## src/rtl/mips_defs.sv

```systemverilog
// Shared definitions for the multi-cycle MIPS main controller.
// Holds opcode/funct constants, select-line encodings, the controller
// state encoding and the instruction-class bundle produced by mc_decode.
package mips_defs;

   // Opcodes, IR[31:26]
   localparam logic [5:0] OP_RTYPE = 6'b000000;
   localparam logic [5:0] OP_ADDIU = 6'b001001;
   localparam logic [5:0] OP_ORI   = 6'b001101;
   localparam logic [5:0] OP_LUI   = 6'b001111;
   localparam logic [5:0] OP_LW    = 6'b100011;
   localparam logic [5:0] OP_SW    = 6'b101011;
   localparam logic [5:0] OP_BEQ   = 6'b000100;
   localparam logic [5:0] OP_J     = 6'b000010;
   localparam logic [5:0] OP_JAL   = 6'b000011;

   // R-type function codes, IR[5:0]
   localparam logic [5:0] FN_ADDU = 6'b100001;
   localparam logic [5:0] FN_SUBU = 6'b100011;
   localparam logic [5:0] FN_AND  = 6'b100100;
   localparam logic [5:0] FN_OR   = 6'b100101;
   localparam logic [5:0] FN_SLT  = 6'b101010;
   localparam logic [5:0] FN_SLL  = 6'b000000;
   localparam logic [5:0] FN_JR   = 6'b001000;

   // ALU operation
   localparam logic [2:0] ALU_ADD = 3'b000;
   localparam logic [2:0] ALU_SUB = 3'b001;
   localparam logic [2:0] ALU_AND = 3'b010;
   localparam logic [2:0] ALU_OR  = 3'b011;
   localparam logic [2:0] ALU_SLT = 3'b100;
   localparam logic [2:0] ALU_SLL = 3'b101;

   // Immediate extender
   localparam logic [1:0] EXT_ZERO  = 2'b00;
   localparam logic [1:0] EXT_SIGN  = 2'b01;
   localparam logic [1:0] EXT_SHAMT = 2'b10;

   // Next-PC source
   localparam logic [1:0] NPC_PC4    = 2'b00;
   localparam logic [1:0] NPC_BRANCH = 2'b01;
   localparam logic [1:0] NPC_JUMP   = 2'b10;
   localparam logic [1:0] NPC_JR     = 2'b11;

   // ALU B operand
   localparam logic [1:0] SRC_RT    = 2'b00;
   localparam logic [1:0] SRC_IMM_L = 2'b01;
   localparam logic [1:0] SRC_IMM_H = 2'b10;

   // Register-file destination
   localparam logic [1:0] DST_RT = 2'b00;
   localparam logic [1:0] DST_RD = 2'b01;
   localparam logic [1:0] DST_RA = 2'b10;

   // Register-file write data
   localparam logic [1:0] WD_ALU = 2'b00;
   localparam logic [1:0] WD_MEM = 2'b01;
   localparam logic [1:0] WD_PC  = 2'b10;

   // Controller states; 5 and 6 are unused encodings
   typedef enum logic [2:0] {
      S_FETCH  = 3'd0,
      S_DECODE = 3'd1,
      S_EXE    = 3'd2,
      S_MEM    = 3'd3,
      S_WB     = 3'd4,
      S_HALT   = 3'd7
   } state_t;

   // Instruction classes that change the state sequence or the strobes.
   // Plain ALU ops need no flag: they take the default EXE -> WB path.
   typedef struct packed {
      logic jr;
      logic j;
      logic jal;
      logic beq;
      logic lw;
      logic sw;
      logic illegal;
   } instr_cls_t;

endpackage

```

## src/rtl/mc_ctrl_if.sv

```systemverilog
// Controller <-> datapath bundle.
// master: the controller (reads Op/Funct/Zero, drives strobes and selects).
// slave : the datapath (drives Op/Funct/Zero, consumes strobes and selects).
// Strobes (PCWr, IRWr, RegWr, MemWr) are single-cycle write enables: the
// datapath commits the write on the rising edge that ends the cycle in
// which the strobe is high. There is no back-pressure.
interface mc_ctrl_if;
   logic [5:0] Op;
   logic [5:0] Funct;
   logic       Zero;
   logic       PCWr;
   logic       IRWr;
   logic [1:0] NPCOp;
   logic       RegWr;
   logic [1:0] RegDst;
   logic [1:0] ExtOp;
   logic [1:0] ALUSrc;
   logic [2:0] ALUOp;
   logic       MemWr;
   logic [1:0] WDSel;
   logic       IllegalOp;
   logic [2:0] State;

   modport master (
      input  Op, Funct, Zero,
      output PCWr, IRWr, NPCOp, RegWr, RegDst, ExtOp, ALUSrc, ALUOp,
             MemWr, WDSel, IllegalOp, State
   );

   modport slave (
      output Op, Funct, Zero,
      input  PCWr, IRWr, NPCOp, RegWr, RegDst, ExtOp, ALUSrc, ALUOp,
             MemWr, WDSel, IllegalOp, State
   );
endinterface

```

## src/rtl/mc_decode.sv

```systemverilog
// Combinational instruction decoder.
// Ports:
//   i_op, i_funct : IR opcode and function fields
//   o_cls         : instruction-class flags used by the sequencer
//   o_npc_op      : next-PC source for this instruction (used outside FETCH)
//   o_reg_dst, o_ext_op, o_alu_src, o_alu_op, o_wd_sel : static selects
module mc_decode
   import mips_defs::*;
(
   input  logic [5:0] i_op,
   input  logic [5:0] i_funct,
   output instr_cls_t o_cls,
   output logic [1:0] o_npc_op,
   output logic [1:0] o_reg_dst,
   output logic [1:0] o_ext_op,
   output logic [1:0] o_alu_src,
   output logic [2:0] o_alu_op,
   output logic [1:0] o_wd_sel
);

   always_comb begin
      o_cls     = '0;
      o_npc_op  = NPC_PC4;
      o_reg_dst = DST_RT;
      o_ext_op  = EXT_ZERO;
      o_alu_src = SRC_RT;
      o_alu_op  = ALU_ADD;
      o_wd_sel  = WD_ALU;
      case (i_op)
         OP_RTYPE: begin
            o_reg_dst = DST_RD;
            case (i_funct)
               FN_ADDU: o_alu_op = ALU_ADD;
               FN_SUBU: o_alu_op = ALU_SUB;
               FN_AND:  o_alu_op = ALU_AND;
               FN_OR:   o_alu_op = ALU_OR;
               FN_SLT:  o_alu_op = ALU_SLT;
               FN_SLL: begin
                  // shamt goes through the extender into ALU B
                  o_ext_op  = EXT_SHAMT;
                  o_alu_src = SRC_IMM_L;
                  o_alu_op  = ALU_SLL;
               end
               FN_JR: begin
                  o_cls.jr = 1'b1;
                  o_npc_op = NPC_JR;
               end
               default: begin
                  o_cls.illegal = 1'b1;
                  o_reg_dst     = DST_RT;
               end
            endcase
         end
         OP_ADDIU: begin
            o_ext_op  = EXT_SIGN;
            o_alu_src = SRC_IMM_L;
         end
         OP_ORI: begin
            o_alu_src = SRC_IMM_L;
            o_alu_op  = ALU_OR;
         end
         OP_LUI: begin
            // rs is $0, so ADD passes the upper-half immediate through
            o_alu_src = SRC_IMM_H;
         end
         OP_LW: begin
            o_cls.lw  = 1'b1;
            o_ext_op  = EXT_SIGN;
            o_alu_src = SRC_IMM_L;
            o_wd_sel  = WD_MEM;
         end
         OP_SW: begin
            o_cls.sw  = 1'b1;
            o_ext_op  = EXT_SIGN;
            o_alu_src = SRC_IMM_L;
         end
         OP_BEQ: begin
            o_cls.beq = 1'b1;
            o_npc_op  = NPC_BRANCH;
            o_ext_op  = EXT_SIGN;
            o_alu_op  = ALU_SUB;
         end
         OP_J: begin
            o_cls.j  = 1'b1;
            o_npc_op = NPC_JUMP;
         end
         OP_JAL: begin
            o_cls.jal = 1'b1;
            o_npc_op  = NPC_JUMP;
            o_reg_dst = DST_RA;
            o_wd_sel  = WD_PC;
         end
         default: o_cls.illegal = 1'b1;
      endcase
   end

endmodule

```

## src/rtl/mc_ctrl.sv

```systemverilog
// Multi-cycle main controller: state register and write-strobe sequencing.
// Ports:
//   clk   : rising-edge clock
//   rst_n : synchronous active-low reset; also gates all strobes and
//           IllegalOp combinationally so an abandoned instruction writes nothing
//   bus   : mc_ctrl_if master (Op/Funct/Zero in; strobes, selects, State out)
// Parameter ILLEGAL_HALT: 1 = unsupported encoding parks in HALT until reset,
//                         0 = it is flagged and skipped.
module mc_ctrl
   import mips_defs::*;
#(
   parameter logic ILLEGAL_HALT = 1'b0
) (
   input  logic       clk,
   input  logic       rst_n,
   mc_ctrl_if.master  bus
);

   instr_cls_t w_cls;
   logic [1:0] w_npc_static;
   state_t     r_state;
   state_t     w_next_state;
   logic       w_pc_wr;
   logic       w_ir_wr;
   logic       w_reg_wr;
   logic       w_mem_wr;
   logic       w_illegal;
   logic [1:0] w_npc_op;

   mc_decode u_decode (
      .i_op      (bus.Op),
      .i_funct   (bus.Funct),
      .o_cls     (w_cls),
      .o_npc_op  (w_npc_static),
      .o_reg_dst (bus.RegDst),
      .o_ext_op  (bus.ExtOp),
      .o_alu_src (bus.ALUSrc),
      .o_alu_op  (bus.ALUOp),
      .o_wd_sel  (bus.WDSel)
   );

   always_ff @(posedge clk) begin
      if (!rst_n) r_state <= S_FETCH;
      else        r_state <= w_next_state;
   end

   always_comb begin
      w_next_state = S_FETCH;
      w_pc_wr      = 1'b0;
      w_ir_wr      = 1'b0;
      w_reg_wr     = 1'b0;
      w_mem_wr     = 1'b0;
      w_illegal    = 1'b0;
      w_npc_op     = w_npc_static;
      case (r_state)
         S_FETCH: begin
            w_ir_wr      = 1'b1;
            w_pc_wr      = 1'b1;
            w_npc_op     = NPC_PC4;
            w_next_state = S_DECODE;
         end
         S_DECODE: begin
            if (w_cls.j || w_cls.jr) begin
               w_pc_wr = 1'b1;
            end else if (w_cls.jal) begin
               // $31 gets PC+4 on the same edge the PC takes the target
               w_pc_wr  = 1'b1;
               w_reg_wr = 1'b1;
            end else if (w_cls.illegal) begin
               w_illegal    = 1'b1;
               w_next_state = ILLEGAL_HALT ? S_HALT : S_FETCH;
            end else begin
               w_next_state = S_EXE;
            end
         end
         S_EXE: begin
            if (w_cls.beq) begin
               w_pc_wr = bus.Zero;
            end else if (w_cls.lw || w_cls.sw) begin
               w_next_state = S_MEM;
            end else begin
               w_next_state = S_WB;
            end
         end
         S_MEM: begin
            if (w_cls.sw) w_mem_wr = 1'b1;
            else          w_next_state = S_WB;
         end
         S_WB: begin
            w_reg_wr = 1'b1;
         end
         S_HALT: begin
            w_next_state = S_HALT;
         end
         default: begin
            // unused encodings recover to FETCH with no strobes
            w_next_state = S_FETCH;
         end
      endcase
   end

   assign bus.PCWr      = w_pc_wr   & rst_n;
   assign bus.IRWr      = w_ir_wr   & rst_n;
   assign bus.RegWr     = w_reg_wr  & rst_n;
   assign bus.MemWr     = w_mem_wr  & rst_n;
   assign bus.IllegalOp = w_illegal & rst_n;
   assign bus.NPCOp     = w_npc_op;
   assign bus.State     = r_state;

endmodule

```

## src/flat_wrapper.sv

```systemverilog
// flat-port wrapper written by rule: the top's interface ports become plain ports
module mc_ctrl_flat import mips_defs::*;
#(
   parameter logic ILLEGAL_HALT = 1'b0
)
  (clk, rst_n, bus_Op, bus_Funct, bus_Zero, bus_PCWr, bus_IRWr, bus_NPCOp, bus_RegWr, bus_RegDst, bus_ExtOp, bus_ALUSrc, bus_ALUOp, bus_MemWr, bus_WDSel, bus_IllegalOp, bus_State);
  mc_ctrl_if bus_i ();
  input  logic clk;
  input  logic rst_n;
  input wire logic [$bits(bus_i.Op)-1:0] bus_Op;
  input wire logic [$bits(bus_i.Funct)-1:0] bus_Funct;
  input wire logic [$bits(bus_i.Zero)-1:0] bus_Zero;
  output wire logic [$bits(bus_i.PCWr)-1:0] bus_PCWr;
  output wire logic [$bits(bus_i.IRWr)-1:0] bus_IRWr;
  output wire logic [$bits(bus_i.NPCOp)-1:0] bus_NPCOp;
  output wire logic [$bits(bus_i.RegWr)-1:0] bus_RegWr;
  output wire logic [$bits(bus_i.RegDst)-1:0] bus_RegDst;
  output wire logic [$bits(bus_i.ExtOp)-1:0] bus_ExtOp;
  output wire logic [$bits(bus_i.ALUSrc)-1:0] bus_ALUSrc;
  output wire logic [$bits(bus_i.ALUOp)-1:0] bus_ALUOp;
  output wire logic [$bits(bus_i.MemWr)-1:0] bus_MemWr;
  output wire logic [$bits(bus_i.WDSel)-1:0] bus_WDSel;
  output wire logic [$bits(bus_i.IllegalOp)-1:0] bus_IllegalOp;
  output wire logic [$bits(bus_i.State)-1:0] bus_State;
  assign bus_i.Op = bus_Op;
  assign bus_i.Funct = bus_Funct;
  assign bus_i.Zero = bus_Zero;
  assign bus_PCWr = bus_i.PCWr;
  assign bus_IRWr = bus_i.IRWr;
  assign bus_NPCOp = bus_i.NPCOp;
  assign bus_RegWr = bus_i.RegWr;
  assign bus_RegDst = bus_i.RegDst;
  assign bus_ExtOp = bus_i.ExtOp;
  assign bus_ALUSrc = bus_i.ALUSrc;
  assign bus_ALUOp = bus_i.ALUOp;
  assign bus_MemWr = bus_i.MemWr;
  assign bus_WDSel = bus_i.WDSel;
  assign bus_IllegalOp = bus_i.IllegalOp;
  assign bus_State = bus_i.State;
  mc_ctrl #(.ILLEGAL_HALT(ILLEGAL_HALT)) u_core (.clk(clk), .rst_n(rst_n), .bus(bus_i));
endmodule
```

## config.mk

```make
export PLATFORM = sky130hd
export DESIGN_NAME = mc_ctrl_flat
export DESIGN_NICKNAME = d
export VERILOG_FILES = /design/src/rtl/mips_defs.sv /design/src/rtl/mc_ctrl_if.sv /design/src/rtl/mc_decode.sv /design/src/rtl/mc_ctrl.sv /design/src/flat_wrapper.sv
export SDC_FILE = /design/constraint.sdc
export NUM_CORES = 1
export LEC_CHECK = 0
export CAP_MARGIN = 20
export CORE_MARGIN = 2
export CORE_UTILIZATION = 41
export CTS_CLUSTER_DIAMETER = 100
export CTS_CLUSTER_SIZE = 28
export DETAILED_ROUTE_END_ITERATION = 12
export PLACE_DENSITY = 0.85
export SETUP_SLACK_MARGIN = 0.5
export SLEW_MARGIN = 20
export SYNTH_ARGS = -nofsm -noshare
export SYNTH_HDL_FRONTEND = slang
export SYNTH_SLANG_ARGS = --single-unit
```

## constraint.sdc

```tcl
create_clock -name clk -period 3.4 [get_ports clk]
set_input_delay 0.51 -clock clk [delete_from_list [all_inputs] [get_ports clk]]
set_output_delay 0.51 -clock clk [all_outputs]
set_load 0.01 [all_outputs]
```

==> flow_metrics.py <==
metrics = {
    "outcome": {
        "status": "finished clean",
    },
    "placement": {
        "dp.cells": 144,
        "hpwl_um": 1500,
        "place_congestion": 0.859,
        "port-buffer-count": 35,
    },
    "pwr": {
        "peakVddDrop_mv": 0.165,
        "power_frac_comb_pct": 43.2,
        "switchingPower_mw": 0.0686,
        "seq_power_share_pct": 21.9,
        "p_sw_share_pct": 36.5,
        "internal_power_mw": 0.119,
        "clkPwrFrac_pct": 34.9,
        "power.total_mw": 0.188,
        "power_density_nw_per_um2": 174,
        "p_leak_nw": 0.464,
    },
    "setup_path": {
        "criticalPathCategory": "in2out",
        "reg2reg_depth": 3,
        "crit_cells": 6,
        "cp_cell_sequence": "dlygate4sd2_1, or3_4, nor4b_2, o21ai_1, nor2_1, clkdlybuf4s50_1",
        "end_kind": "output pin",
        "arrival_ps": 2320,
        "cp_slowest_stage_delay_ps": 560,
        "critPathRequiredTime_ps": 2890,
        "worstSetupStartpointType": "primary input",
        "critPathTopFamily": "buffers and inverters",
        "cp_slowest_cell": "clkdlybuf4s50_1",
        "path_max_fanout": 6,
        "path_buf_inv": 2,
    },
    "clock_tree": {
        "clk_path_buf_depth": 2,
        "cts_buffers": 3,
        "cts_sinks": 3,
        "cts_hold_buffers": 0,
        "cts_tree": "yes",
        "cts-root-buf": "clkbuf_4",
        "clk_pin_slew_ps": 30,
        "insertion_delay_ps": 240,
        "post_cts_buffers": 0,
        "cts.htree.levels": 1,
    },
    "synth": {
        "postSynthAreaPerCell_um2": 6.69,
        "synth-async-reset-ratio_pct": 0,
        "synthXorXnorAreaFrac_pct": 1.35,
        "ys_ff_latch": 3,
        "synth-edff-count": 0,
        "syn_nets": 112,
        "yosysWarnings": 0,
        "synth-seq-area-share_pct": 9.25,
        "synthAdderAreaFrac_pct": 0,
        "yosysUniqueCellTypes": 38,
        "synth_top_family_by_area": "simple AND/OR/NAND/NOR gates",
        "synth_mux_area_share_pct": 0,
        "synthCells": 97,
        "synth_simple_gate_area_share_pct": 59.5,
        "dominantRegCellSynth": "dfxtp_1",
        "synth_compound_area_share_pct": 23.7,
        "syn_area_um2": 649,
    },
    "hold_path": {
        "hold_path.class": "reg2reg",
        "min_path_cells": 2,
    },
    "detailed_routing": {
        "firstDrtPassIters": 4,
        "wirelength_um": 1950,
        "drtAntennaViolNets": 0,
        "drcViolationCount": 0,
        "wl_per_cell_um": 13.1,
        "dr_total_vias": 850,
        "viasPerCell": 5.74,
        "first_iter_violations": 7,
    },
    "sta": {
        "setup_viol": 0,
        "max_clock_freq_ghz": 0.353,
        "rsz0062_at_grt": "true",
        "finalCritPeriodShare_pct": 83.2,
        "drv_slew": 0,
        "period_needed_ps": 2830,
        "worst-slew-pin-transition_ps": 434,
        "hold_viol": 0,
        "totalNegativeSetupSlack_ps": 0,
        "finClkSkew_ps": 0.936,
        "maxSlewHeadroom_pct": 71.1,
    },
    "floorplan": {
        "fp.coreArea_um2": 1490,
        "start_util_pct": 43.6,
        "die_h_um": 43.8,
        "num_rows": 14,
        "dieWidth_um": 43.8,
        "die-area_um2": 1920,
        "pin_count": 36,
    },
    "cells_and_area": {
        "fillCellCount": 116,
        "antennaDiodeCount": 0,
        "layout_common_cells": "clkdlybuf4s50_1 (18), dlygate4sd2_1 (12), nor2_1 (11)",
        "largest_reg_flops": 3,
        "area_growth_pct": 66.9,
        "seqCellArea_um2": 60.1,
        "drive_above_1_share_pct": 15.2,
        "final_common_cell": "clkdlybuf4s50_1",
        "stdcell_count": 148,
        "final_nets": 148,
        "multiInputGateArea_um2": 609,
    },
    "grt": {
        "antenna_found_initial": 0,
        "grt_max_degree": 16,
        "gr-usage-all-layers_pct": 22.5,
        "grt_pass1_vias": 746,
        "grt_pass1_wl_um": 3250,
        "grt.overflow.total": 0,
    },
    "run": {
        "drv_cap": 0,
    },
}
==> cells in the mapped netlist, types with 2 or more instances <==
library cell	count	area share [%]
nor2b_1	4	3.9
o21ai_1	3	2.3
buf_2	2	1.5
a21oi_1	6	4.6
nor4_1	4	3.9
dfxtp_1	3	9.2
nor2_1	13	7.5
inv_1	2	1.2
clkbuf_1	3	1.7
nor3_1	7	5.4
nor2b_2	2	2.7
nand3_1	5	3.9
nor4_2	2	3.9
or3_1	2	1.9
nand3b_1	2	2.3
o21ai_0	2	1.5
nand2_1	10	5.8
or3_4	2	3.5
nand2b_1	4	3.9
==> metrics by stage <==
step	setup WS, ps	hold slack (ps)	area (um2)	util (%)
final	571	582	1080	72.8
after global routing	462	617	1080	72.8
after CTS	439	580	1030	69.0
after global placement	255	568	1000	67.3
after floorplan	1120	559	649	-
after detailed placement	227	575	1000	67.3
==> worst paths after layout <==
| path | slack (ps) | from | end |
|---|---|---|---|
| max | 570 | bus_Funct[0] | bus_NPCOp[1] |
| min | 580 | u_core.bus.State[1] | u_core.bus.State[2] |
| max reg2reg | 2310 | u_core.bus.State[0] | u_core.bus.State[1] |
| min reg2reg | 580 | u_core.bus.State[1] | u_core.bus.State[2] |
==> power by group through the flow <==
stage	Combinational (mW)	Clock [mW]	Sequential, mW
CTS	0.0772	0.0676	0.0410
global route	0.0892	0.0695	0.0418
global placement	0.0788	0	0.0415
detailed placement	0.0805	0	0.0416
finish	0.0812	0.0657	0.0411
floorplan	0.0426	0	0.0395
==> what timing repair did <==
action                     4_1_cts  5_1_grt
gates resized for setup         17       12
hold endpoints to repair         0        0
setup endpoints to repair       11        6
pin swaps                        0        0
==> per-layer routing <==
layer	share of wire (%)	global-route usage [%]	vias up
met5	0	0	-
met4	1.6	7.27	0
met3	6.3	6.67	4
met2	51	38.5	27
met1	41	26.6	391
li1	-	-	428
==> kinds of logic (layout without fill, tap and decap cells) <==
group | count (synthesis) | after routing
AND/OR/NAND/NOR | 64 | 64
AO/OA/AOI/OAI | 21 | 21
buffers and inverters | 8 | 43
flip-flops | 3 | 3
XOR/XNOR | 1 | 1
==> area by class of cell <==
cell class                      instances  area share, %
Multi-Input combinational cell         86           56.2
Timing Repair Buffer                   37           33.3
Sequential cell                         3           5.54
Clock buffer                            4           2.42
Tap cell                               16           1.85
Inverter                                2          0.693
==> worst register-to-register path, stage by stage, from the launching register on <==
cell and delay (ps):
dfxtp_1 570, nand2b_1 200, nand3_1 110, o22ai_1 140
No activity file was read; power rests on OpenSTA's default activity.
